## src/rtl/branch_resolve_queue_if.sv

```systemverilog
// Handshake and status bundle between the branch predictor front end and the resolve queue.
// The queue takes the slave side; the issuing/resolving logic takes the master side.
interface branch_resolve_queue_if #(
    parameter int unsigned DEPTH = 4,
    parameter int unsigned CNT_W = 16
);
    localparam int unsigned OCC_W = $clog2(DEPTH) + 1;

    logic             pred_valid;
    logic             pred_taken;
    logic             alloc_ready;
    logic             resolve_valid;
    logic             resolve_taken;
    logic             resolve_ready;
    logic             upd_valid;
    logic             upd_taken;
    logic             mispredict;
    logic             underflow;
    logic [OCC_W-1:0] occupancy;
    logic [CNT_W-1:0] hit_count;
    logic [CNT_W-1:0] miss_count;

    modport master (
        output pred_valid, pred_taken, resolve_valid, resolve_taken,
        input  alloc_ready, resolve_ready, upd_valid, upd_taken,
               mispredict, underflow, occupancy, hit_count, miss_count
    );

    modport slave (
        input  pred_valid, pred_taken, resolve_valid, resolve_taken,
        output alloc_ready, resolve_ready, upd_valid, upd_taken,
               mispredict, underflow, occupancy, hit_count, miss_count
    );
endinterface

```

## src/rtl/branch_resolve_queue.sv

```systemverilog
// In-order queue of in-flight branch predictions: matches each against its resolved outcome,
// drives the predictor update, squashes younger entries on a mispredict and keeps hit/miss stats.
module branch_resolve_queue #(
    parameter int unsigned DEPTH = 4,
    parameter int unsigned CNT_W = 16
) (
    input  logic                    clk,
    input  logic                    rst,
    branch_resolve_queue_if.slave   brq
);
    localparam int unsigned PTR_W = $clog2(DEPTH);
    localparam int unsigned OCC_W = $clog2(DEPTH) + 1;

    logic [PTR_W-1:0] head, head_n;
    logic [PTR_W-1:0] tail, tail_n;
    logic [OCC_W-1:0] occ, occ_n;
    logic             upd_valid, upd_valid_n;
    logic             upd_taken, upd_taken_n;
    logic             mispredict, mispredict_n;
    logic             underflow, underflow_n;
    logic [CNT_W-1:0] hit_cnt, hit_cnt_n;
    logic [CNT_W-1:0] miss_cnt, miss_cnt_n;

    // Stored predicted directions; contents are don't-care after reset.
    logic [DEPTH-1:0] ent;

    logic alloc_ready_c;
    logic resolve_ready_c;
    logic do_alloc_c;
    logic do_res_c;
    logic miss_c;

    assign alloc_ready_c   = (occ != OCC_W'(DEPTH));
    assign resolve_ready_c = (occ != '0);
    assign do_alloc_c      = brq.pred_valid && alloc_ready_c;
    assign do_res_c        = brq.resolve_valid && resolve_ready_c;
    assign miss_c          = do_res_c && (ent[head] != brq.resolve_taken);

    // State register.
    always_ff @(posedge clk or posedge rst) begin
        if (rst) begin
            head       <= '0;
            tail       <= '0;
            occ        <= '0;
            upd_valid  <= 1'b0;
            upd_taken  <= 1'b0;
            mispredict <= 1'b0;
            underflow  <= 1'b0;
            hit_cnt    <= '0;
            miss_cnt   <= '0;
        end else begin
            head       <= head_n;
            tail       <= tail_n;
            occ        <= occ_n;
            upd_valid  <= upd_valid_n;
            upd_taken  <= upd_taken_n;
            mispredict <= mispredict_n;
            underflow  <= underflow_n;
            hit_cnt    <= hit_cnt_n;
            miss_cnt   <= miss_cnt_n;
        end
    end

    // Entry storage needs no reset; a squashed write lands outside the live window.
    always_ff @(posedge clk) begin
        if (do_alloc_c) begin
            ent[tail] <= brq.pred_taken;
        end
    end

    // Next-state: pointer/occupancy bookkeeping, resolve strobes and saturating counters.
    always_comb begin
        head_n       = head;
        tail_n       = tail;
        occ_n        = occ;
        upd_valid_n  = 1'b0;
        upd_taken_n  = upd_taken;
        mispredict_n = 1'b0;
        underflow_n  = 1'b0;
        hit_cnt_n    = hit_cnt;
        miss_cnt_n   = miss_cnt;

        if (do_alloc_c) begin
            tail_n = tail + PTR_W'(1);
        end

        if (do_res_c) begin
            head_n      = head + PTR_W'(1);
            upd_valid_n = 1'b1;
            upd_taken_n = brq.resolve_taken;
        end

        occ_n = occ + OCC_W'(do_alloc_c) - OCC_W'(do_res_c);

        if (miss_c) begin
            // Everything younger, including a same-cycle allocation, is flushed.
            mispredict_n = 1'b1;
            tail_n       = head + PTR_W'(1);
            occ_n        = '0;
            if (miss_cnt != {CNT_W{1'b1}}) begin
                miss_cnt_n = miss_cnt + CNT_W'(1);
            end
        end else if (do_res_c) begin
            if (hit_cnt != {CNT_W{1'b1}}) begin
                hit_cnt_n = hit_cnt + CNT_W'(1);
            end
        end

        if (brq.resolve_valid && !resolve_ready_c) begin
            underflow_n = 1'b1;
        end
    end

    assign brq.alloc_ready   = alloc_ready_c;
    assign brq.resolve_ready = resolve_ready_c;
    assign brq.upd_valid     = upd_valid;
    assign brq.upd_taken     = upd_taken;
    assign brq.mispredict    = mispredict;
    assign brq.underflow     = underflow;
    assign brq.occupancy     = occ;
    assign brq.hit_count     = hit_cnt;
    assign brq.miss_count    = miss_cnt;
endmodule

```

## src/flat_wrapper.sv

```systemverilog
// flat-port wrapper written by rule: the top's interface ports become plain ports
module branch_resolve_queue_flat 
#(
    parameter int unsigned DEPTH = 4,
    parameter int unsigned CNT_W = 16
)
  (clk, rst, brq_pred_valid, brq_pred_taken, brq_resolve_valid, brq_resolve_taken, brq_alloc_ready, brq_resolve_ready, brq_upd_valid, brq_upd_taken, brq_mispredict, brq_underflow, brq_occupancy, brq_hit_count, brq_miss_count);
  branch_resolve_queue_if #(.DEPTH(DEPTH), .CNT_W(CNT_W)) brq_i ();
  input  logic clk;
  input  logic rst;
  input wire logic [$bits(brq_i.pred_valid)-1:0] brq_pred_valid;
  input wire logic [$bits(brq_i.pred_taken)-1:0] brq_pred_taken;
  input wire logic [$bits(brq_i.resolve_valid)-1:0] brq_resolve_valid;
  input wire logic [$bits(brq_i.resolve_taken)-1:0] brq_resolve_taken;
  output wire logic [$bits(brq_i.alloc_ready)-1:0] brq_alloc_ready;
  output wire logic [$bits(brq_i.resolve_ready)-1:0] brq_resolve_ready;
  output wire logic [$bits(brq_i.upd_valid)-1:0] brq_upd_valid;
  output wire logic [$bits(brq_i.upd_taken)-1:0] brq_upd_taken;
  output wire logic [$bits(brq_i.mispredict)-1:0] brq_mispredict;
  output wire logic [$bits(brq_i.underflow)-1:0] brq_underflow;
  output wire logic [$bits(brq_i.occupancy)-1:0] brq_occupancy;
  output wire logic [$bits(brq_i.hit_count)-1:0] brq_hit_count;
  output wire logic [$bits(brq_i.miss_count)-1:0] brq_miss_count;
  assign brq_i.pred_valid = brq_pred_valid;
  assign brq_i.pred_taken = brq_pred_taken;
  assign brq_i.resolve_valid = brq_resolve_valid;
  assign brq_i.resolve_taken = brq_resolve_taken;
  assign brq_alloc_ready = brq_i.alloc_ready;
  assign brq_resolve_ready = brq_i.resolve_ready;
  assign brq_upd_valid = brq_i.upd_valid;
  assign brq_upd_taken = brq_i.upd_taken;
  assign brq_mispredict = brq_i.mispredict;
  assign brq_underflow = brq_i.underflow;
  assign brq_occupancy = brq_i.occupancy;
  assign brq_hit_count = brq_i.hit_count;
  assign brq_miss_count = brq_i.miss_count;
  branch_resolve_queue #(.DEPTH(DEPTH), .CNT_W(CNT_W)) u_core (.clk(clk), .rst(rst), .brq(brq_i));
endmodule
```

## config.mk

```make
export PLATFORM = sky130hd
export DESIGN_NAME = branch_resolve_queue_flat
export DESIGN_NICKNAME = d
export VERILOG_FILES = /design/src/rtl/branch_resolve_queue_if.sv /design/src/rtl/branch_resolve_queue.sv /design/src/flat_wrapper.sv
export SDC_FILE = /design/constraint.sdc
export NUM_CORES = 1
export LEC_CHECK = 0
export ABC_AREA = 1
export CORE_ASPECT_RATIO = 1.75
export CORE_MARGIN = 4
export CORE_UTILIZATION = 58
export CTS_CLUSTER_DIAMETER = 150
export DETAILED_ROUTE_END_ITERATION = 10
export PLACE_DENSITY_LB_ADDON = 0.3
export SYNTH_ARGS = -nofsm -noshare
export SYNTH_HDL_FRONTEND = slang
export SYNTH_SLANG_ARGS = --single-unit
```

## constraint.sdc

```tcl
create_clock -name clk -period 3.6 [get_ports clk]
set_input_delay 0.72 -clock clk [delete_from_list [all_inputs] [get_ports clk]]
set_output_delay 0.72 -clock clk [all_outputs]
set_load 0.05 [all_outputs]
```

Word level (Yosys, flattened, before mapping)
Cells that the tools add are included.
{ "word_totals": {"regBits": 47, "word_cells": 45, "in_bits": 6, "out_inout_bits": 41} }
{ "op_classes": {"reduce_logical": 10, "n_eq_ne": 4, "n_mux": 11, "bitwise_logic": 1, "add_sub_neg": 6, "magnitude_cmp": 3} }
{ "ops": {"columns": ["op", "n"], "rows": [
  ["16-bit by 1-bit adder with 16-bit output, second input constant", 2],
  ["16-bit != test, second input constant", 2],
  ["2-bit by 3-bit less-than comparator with 1-bit output, second input constant", 2],
  ["1-bit logical AND", 5],
  ["1-bit two-way mux", 5],
  ["2-bit by 1-bit adder with 2-bit output, second input constant", 2],
  ["4-bit bitwise mux", 1],
  ["2-bit two-way mux", 2],
  ["3-bit by 1-bit adder with 3-bit output", 1],
  ["3-bit two-way mux", 1],
  ["3-bit != test, second input constant", 1],
  ["3-bit AND reduction", 1],
  ["3-bit nonzero test", 1],
  ["3-bit by 1-bit subtractor with 3-bit output", 1],
  ["1-bit binary-select mux with 2-bit select", 1],
  ["1-bit demux with 2-bit select", 1],
  ["2-bit by 1-bit greater-or-equal comparator with 1-bit output, second input constant", 1],
  ["2-bit AND reduction", 1],
  ["2-bit nonzero test", 1],
  ["1-bit logical NOT", 1],
  ["1-bit != test", 1],
  ["1-bit inverter", 1]
]} }

Logic depth before layout (Yosys ltp)
{ "logic_depth": {"depth_word": 6, "depth_mapped": 14, "ltp_nobuf": 12} }

Worst setup path before layout
Ideal clock, no wire load.
{ "synth_path": {"kind": "flip-flop to flip-flop", "startpoint": "register u_core.occ[1], in the netlist u_core.brq.occupancy[1]", "endpoint": "register u_core.occ[1], in the netlist u_core.brq.occupancy[1]", "t_arrival_ps": 3181, "t_required_ps": 3537, "n_path_buf": 2, "path_stages_with_launch": 14, "setup_ps": 63, "period_less_slack_ps": 3244, "path_slack_ps": 356, "cell_sequence": "dfrtp_1 > inv_1 > nand3_1 > nand2_1 > inv_2 > buf_4 > buf_4 > ha_1 > inv_1 > ha_1 > inv_1 > fa_1 > or2_2 > inv_1"} }
{ "synth_between": {"elab_cells_between_ends": 8, "classes_between": "add/sub: 2; eq/ne: 1; mux: 1; reduce/logical: 4"} }
{ "synth_rtl": {"columns": ["item", "line", "rtl"], "rows": [
  ["start: declaration", "branch_resolve_queue.sv:16", "logic [OCC_W-1:0] occ, occ_n;"],
  ["start signal: assignment", "branch_resolve_queue.sv:54", "occ <= occ_n;"],
  ["3-bit nonzero test (*)", "branch_resolve_queue.sv:34", "assign resolve_ready_c = (occ != '0);"],
  ["net brq_resolve_ready", "flat_wrapper.sv:16", "output wire logic [$bits(brq_i.resolve_ready)-1:0] brq_resolve_ready;"],
  ["1-bit logical AND (*)", "branch_resolve_queue.sv:36", "assign do_res_c = brq.resolve_valid && resolve_ready_c;"],
  ["net u_core.do_res_c", "branch_resolve_queue.sv:30", "logic do_res_c;"],
  ["3-bit by 1-bit subtractor with 3-bit output / 1-bit logical AND (equally long branches)", "branch_resolve_queue.sv:93, branch_resolve_queue.sv:37", null],
  ["3-bit two-way mux (*)", "branch_resolve_queue.sv:95", "if (miss_c) begin"],
  ["net u_core.occ_n[1]", "branch_resolve_queue.sv:16", null]
]} }
The timed path passes the listed nets; every way through them passes the cells marked *.
A chain may end at the register's enable or synchronous reset.

Worst setup path after layout
{ "layout_path": {"startpoint": "register u_core.occ[1], in the netlist u_core.brq.occupancy[1]", "endpoint": "output port brq_resolve_ready"} }
{ "layout_between": {"elab_chain_cells": 1} }
{ "layout_lines": {"columns": ["item", "line"], "rows": [
  ["3-bit nonzero test", "branch_resolve_queue.sv:34"],
  ["end: declaration", "flat_wrapper.sv:16"]
]} }
No other way between the ends.

==> impl_results.md <==
* # placed instances at 474
* Grt ovf at 0
* RSZ-0062 raised after global routing: no
* Final setup violation count at 0
* Status: finished clean
* Cell Pwr Density at 642 nW/µm²
* Routed wl met2 at approximately 4000 µm
* Horiz. Die Dim at roughly 61 µm
* Via count at 2689
* CTS tree: yes
* Post-Syn Instances at around 380
* Crit-path slowest cell: clkdlybuf4s50_1
* CTS-repair resized insts at 0
* Clock Skew at 0.00798 ns
* Height of the chip at roughly 100 µm
* Primary FF master, synth: dfrtp_1
* Iter 0 DRT Violations at 149
* CP arrival at 1.83 ns
* Setup WS pre-CTS at 0.850 ns
* CP delay by family, top: buffers and inverters
* Number of synthesized flops with an enable pin at 4
* Clock sinks at between 40 and 50
* Placed wire-length estimate at between 5000 and 6000 µm
* Slew Limit Fails at 0
* ANT nets after route at 0
* Post-route core utilization at 0.724
* Starting Density at 0.606
* CP required at approximately 2.9 ns
* Crit end category: output port
* GPL Wtd Cong at ~0.85
* Leak at around 1.6 nW
* Antenna diode count at 0
* Post-CTS Hold Buffers at 0
* Critical path type: reg2out
* Fraction of layout instances using a drive strength above 1 at 0.0581
* Total power at 2.21 mW
* Actual slew at the worst max-slew pin at between 0.5 and 0.6 ns
* GRT Total Usage at 0.249
* # rows at 33
* Nets at 444
* Max frequency at 392 MHz
* Setup tns final at 0 ns
* Hold_ws at 0.531 ns
* Full die area at between 6000 and 7000 µm²
* Syn Std Cell Area at 2880 µm²
* Vias in the first global route at 2591
* Synthesized net count at around 400
* Via-to-Cell Ratio at 5.58
* Post-synthesis sequential area ratio at 0.415
* Startpoint types: register
* Max_cap viols at 0
* DRC Markers at 0
* First-pass GRT wire length at 11800 µm
* Final Cell Area at 3440 µm²
* Cell Count, Final, Fillers Out at 482
* Slowest Stage Delay on Critical Path at roughly 0.83 ns
* H-tree Lvls at 2
* Boundary pin count at 47
* Core area at 4750 µm²
* IO buf count at 46
* Met3 WL post-DR at between 300 and 400 µm
* Pin count of the biggest net entering global routing at 44
* HP Class: reg2reg
* Max-slew headroom at 0.631
* Uppermost routed layer: met4
* Final hold viol count at 0
* Yosys reg bits at 47
* Antenna violations before repair at 0
* DRT Pass-1 Iters at 5
* Synth-to-layout area growth at 19.5%
* Placed Instance Area at 3360 µm²
* Final WS setup at between 1 and 1.5 ns
* Clock Latency Late Sink at 0.30 ns
* Final Cycle Share at 0.709
* CTS buffer count at 5
* Max rail drop VDD at 0.538 mV
* Count of unique library cells instantiated by Yosys at 29
* CTS Buffer Depth at 2
* Post-CTS setup buffers at 0
* Root buffer cell: clkbuf_8
* Met1 WL at 2620 µm
* DR WL/cell at about 15 µm
* Post-synth ARST share at 0.915
* Clock transition at path regs at 0.09 ns
* Syn. warnings at 0
* Crit-path cells: inv_1, nand3_1, clkdlybuf4s50_1
* Syn Area/Cell at 7.52 µm²
* Worst-path fanout max at 4
* CP bufs+invs at 2
* Post-Route WL at 7030 µm
* Post-layout minimum cycle time at 2.55 ns
worst min-delay path, delay by kind of cell, from the launching register on:
family           cells  cell delay, ns
DFF                  1            0.39
and+or+nand+nor      2            0.12
layout make-up:
type,instances,area [µm²]
repair buffers,48,475
flip-flops and latches,47,1200
clock inverters,1,5.00
inverters,42,158
multi-input cells,285,1460
well taps,52,65.1
clock buffers,7,76.3
fillers,365,1310
kinds of logic (layout without fill, tap and decap cells):
group,after synthesis,count (layout),share of synthesized area
AOI/OAI and AO/OA,9,9,0.0156
xor gates and xnor gates,19,19,0.0578
adders and majority gates,9,9,0.0417
buffers and inverters,51,98,0.0761
DFF,47,47,0.415
and+or+nand+nor,248,248,0.393
where the power goes:
part | internal [mW] | switching (mW)
sequential | 0.648 | 0.132
combinational | 0.355 | 0.758
clock | 0.137 | 0.179
state kept, by name, indices dropped and copies added (netlist names):
register,flops
u_core.brq.upd_valid,1
u_core.head,2
u_core.brq.upd_taken,1
u_core.brq.miss_count,16
u_core.tail,2
u_core.brq.underflow,1
u_core.ent,4
u_core.brq.mispredict,1
u_core.brq.occupancy,3
u_core.brq.hit_count,16
routing by layer:
layer / vias to the layer above / GRT usage
met5: - / 0
met4: 0 / 0.0868
met3: 16 / 0.0344
met2: 102 / 0.458
met1: 1270 / 0.280
li1: 1301 / -
cells in the mapped netlist, drive strengths merged, types with 2 or more instances:
master,n,area [µm²]
buf,8,57.6
dfrtp,43,1080
edfxtp,4,120
ha,8,100
inv,41,154
nand2,147,572
nand3,34,193
nand3b,4,30.0
nand4,23,150
nor2,37,171
nor3,2,10.0
o21ai,9,45.0
xnor2,8,70.1
xor2,11,96.3
final timing paths:
| path | start | endpoint | slack [ns] | cells past startpoint |
|---|---|---|---|---|
| worst max-delay path | u_core.brq.occupancy[1] | brq_resolve_ready | 1.05 | 3 |
| worst min-delay path | u_core.brq.miss_count[15] | u_core.brq.miss_count[15] | 0.53 | 2 |
| worst max register to register | u_core.brq.occupancy[1] | u_core.brq.occupancy[1] | 1.27 | 11 |
| worst min register to register | u_core.brq.miss_count[15] | u_core.brq.miss_count[15] | 0.53 | 2 |
| max in group asynchronous | rst | u_core.brq.miss_count[13] | 2.36 | 3 |
| min in group asynchronous | rst | u_core.brq.underflow | 0.87 | 3 |
cells in the final DEF, fill, tap and decap left out:
| cell | Yosys | routed |
|---|---|---|
| buf_4 | 3 | 2 |
| clkinv_2 | 0 | 1 |
| nand3_4 | 1 | 1 |
| o21ai_1 | 2 | 2 |
| nand2_2 | 2 | 2 |
| ha_1 | 8 | 8 |
| xor2_1 | 11 | 11 |
| clkbuf_8 | 0 | 5 |
| nand3_1 | 31 | 31 |
| xnor2_1 | 8 | 8 |
| nor2_4 | 4 | 4 |
| inv_2 | 3 | 3 |
| nand2_1 | 143 | 143 |
| dfrtp_1 | 43 | 43 |
| o21ai_0 | 7 | 7 |
| nor2_2 | 1 | 1 |
| nor3_1 | 2 | 2 |
| inv_1 | 38 | 38 |
| nand2_4 | 2 | 2 |
| nand4_1 | 22 | 22 |
| fa_1 | 1 | 1 |
| clkinv_1 | 1 | 1 |
| clkdlybuf4s50_1 | 0 | 46 |
| clkbuf_1 | 1 | 2 |
| edfxtp_1 | 4 | 4 |
| or2_2 | 1 | 1 |
| nand3b_1 | 4 | 4 |
| nand3_2 | 2 | 2 |
| nor2_1 | 32 | 32 |
| nand4_2 | 1 | 1 |
Power figures use the tool's default switching activity.
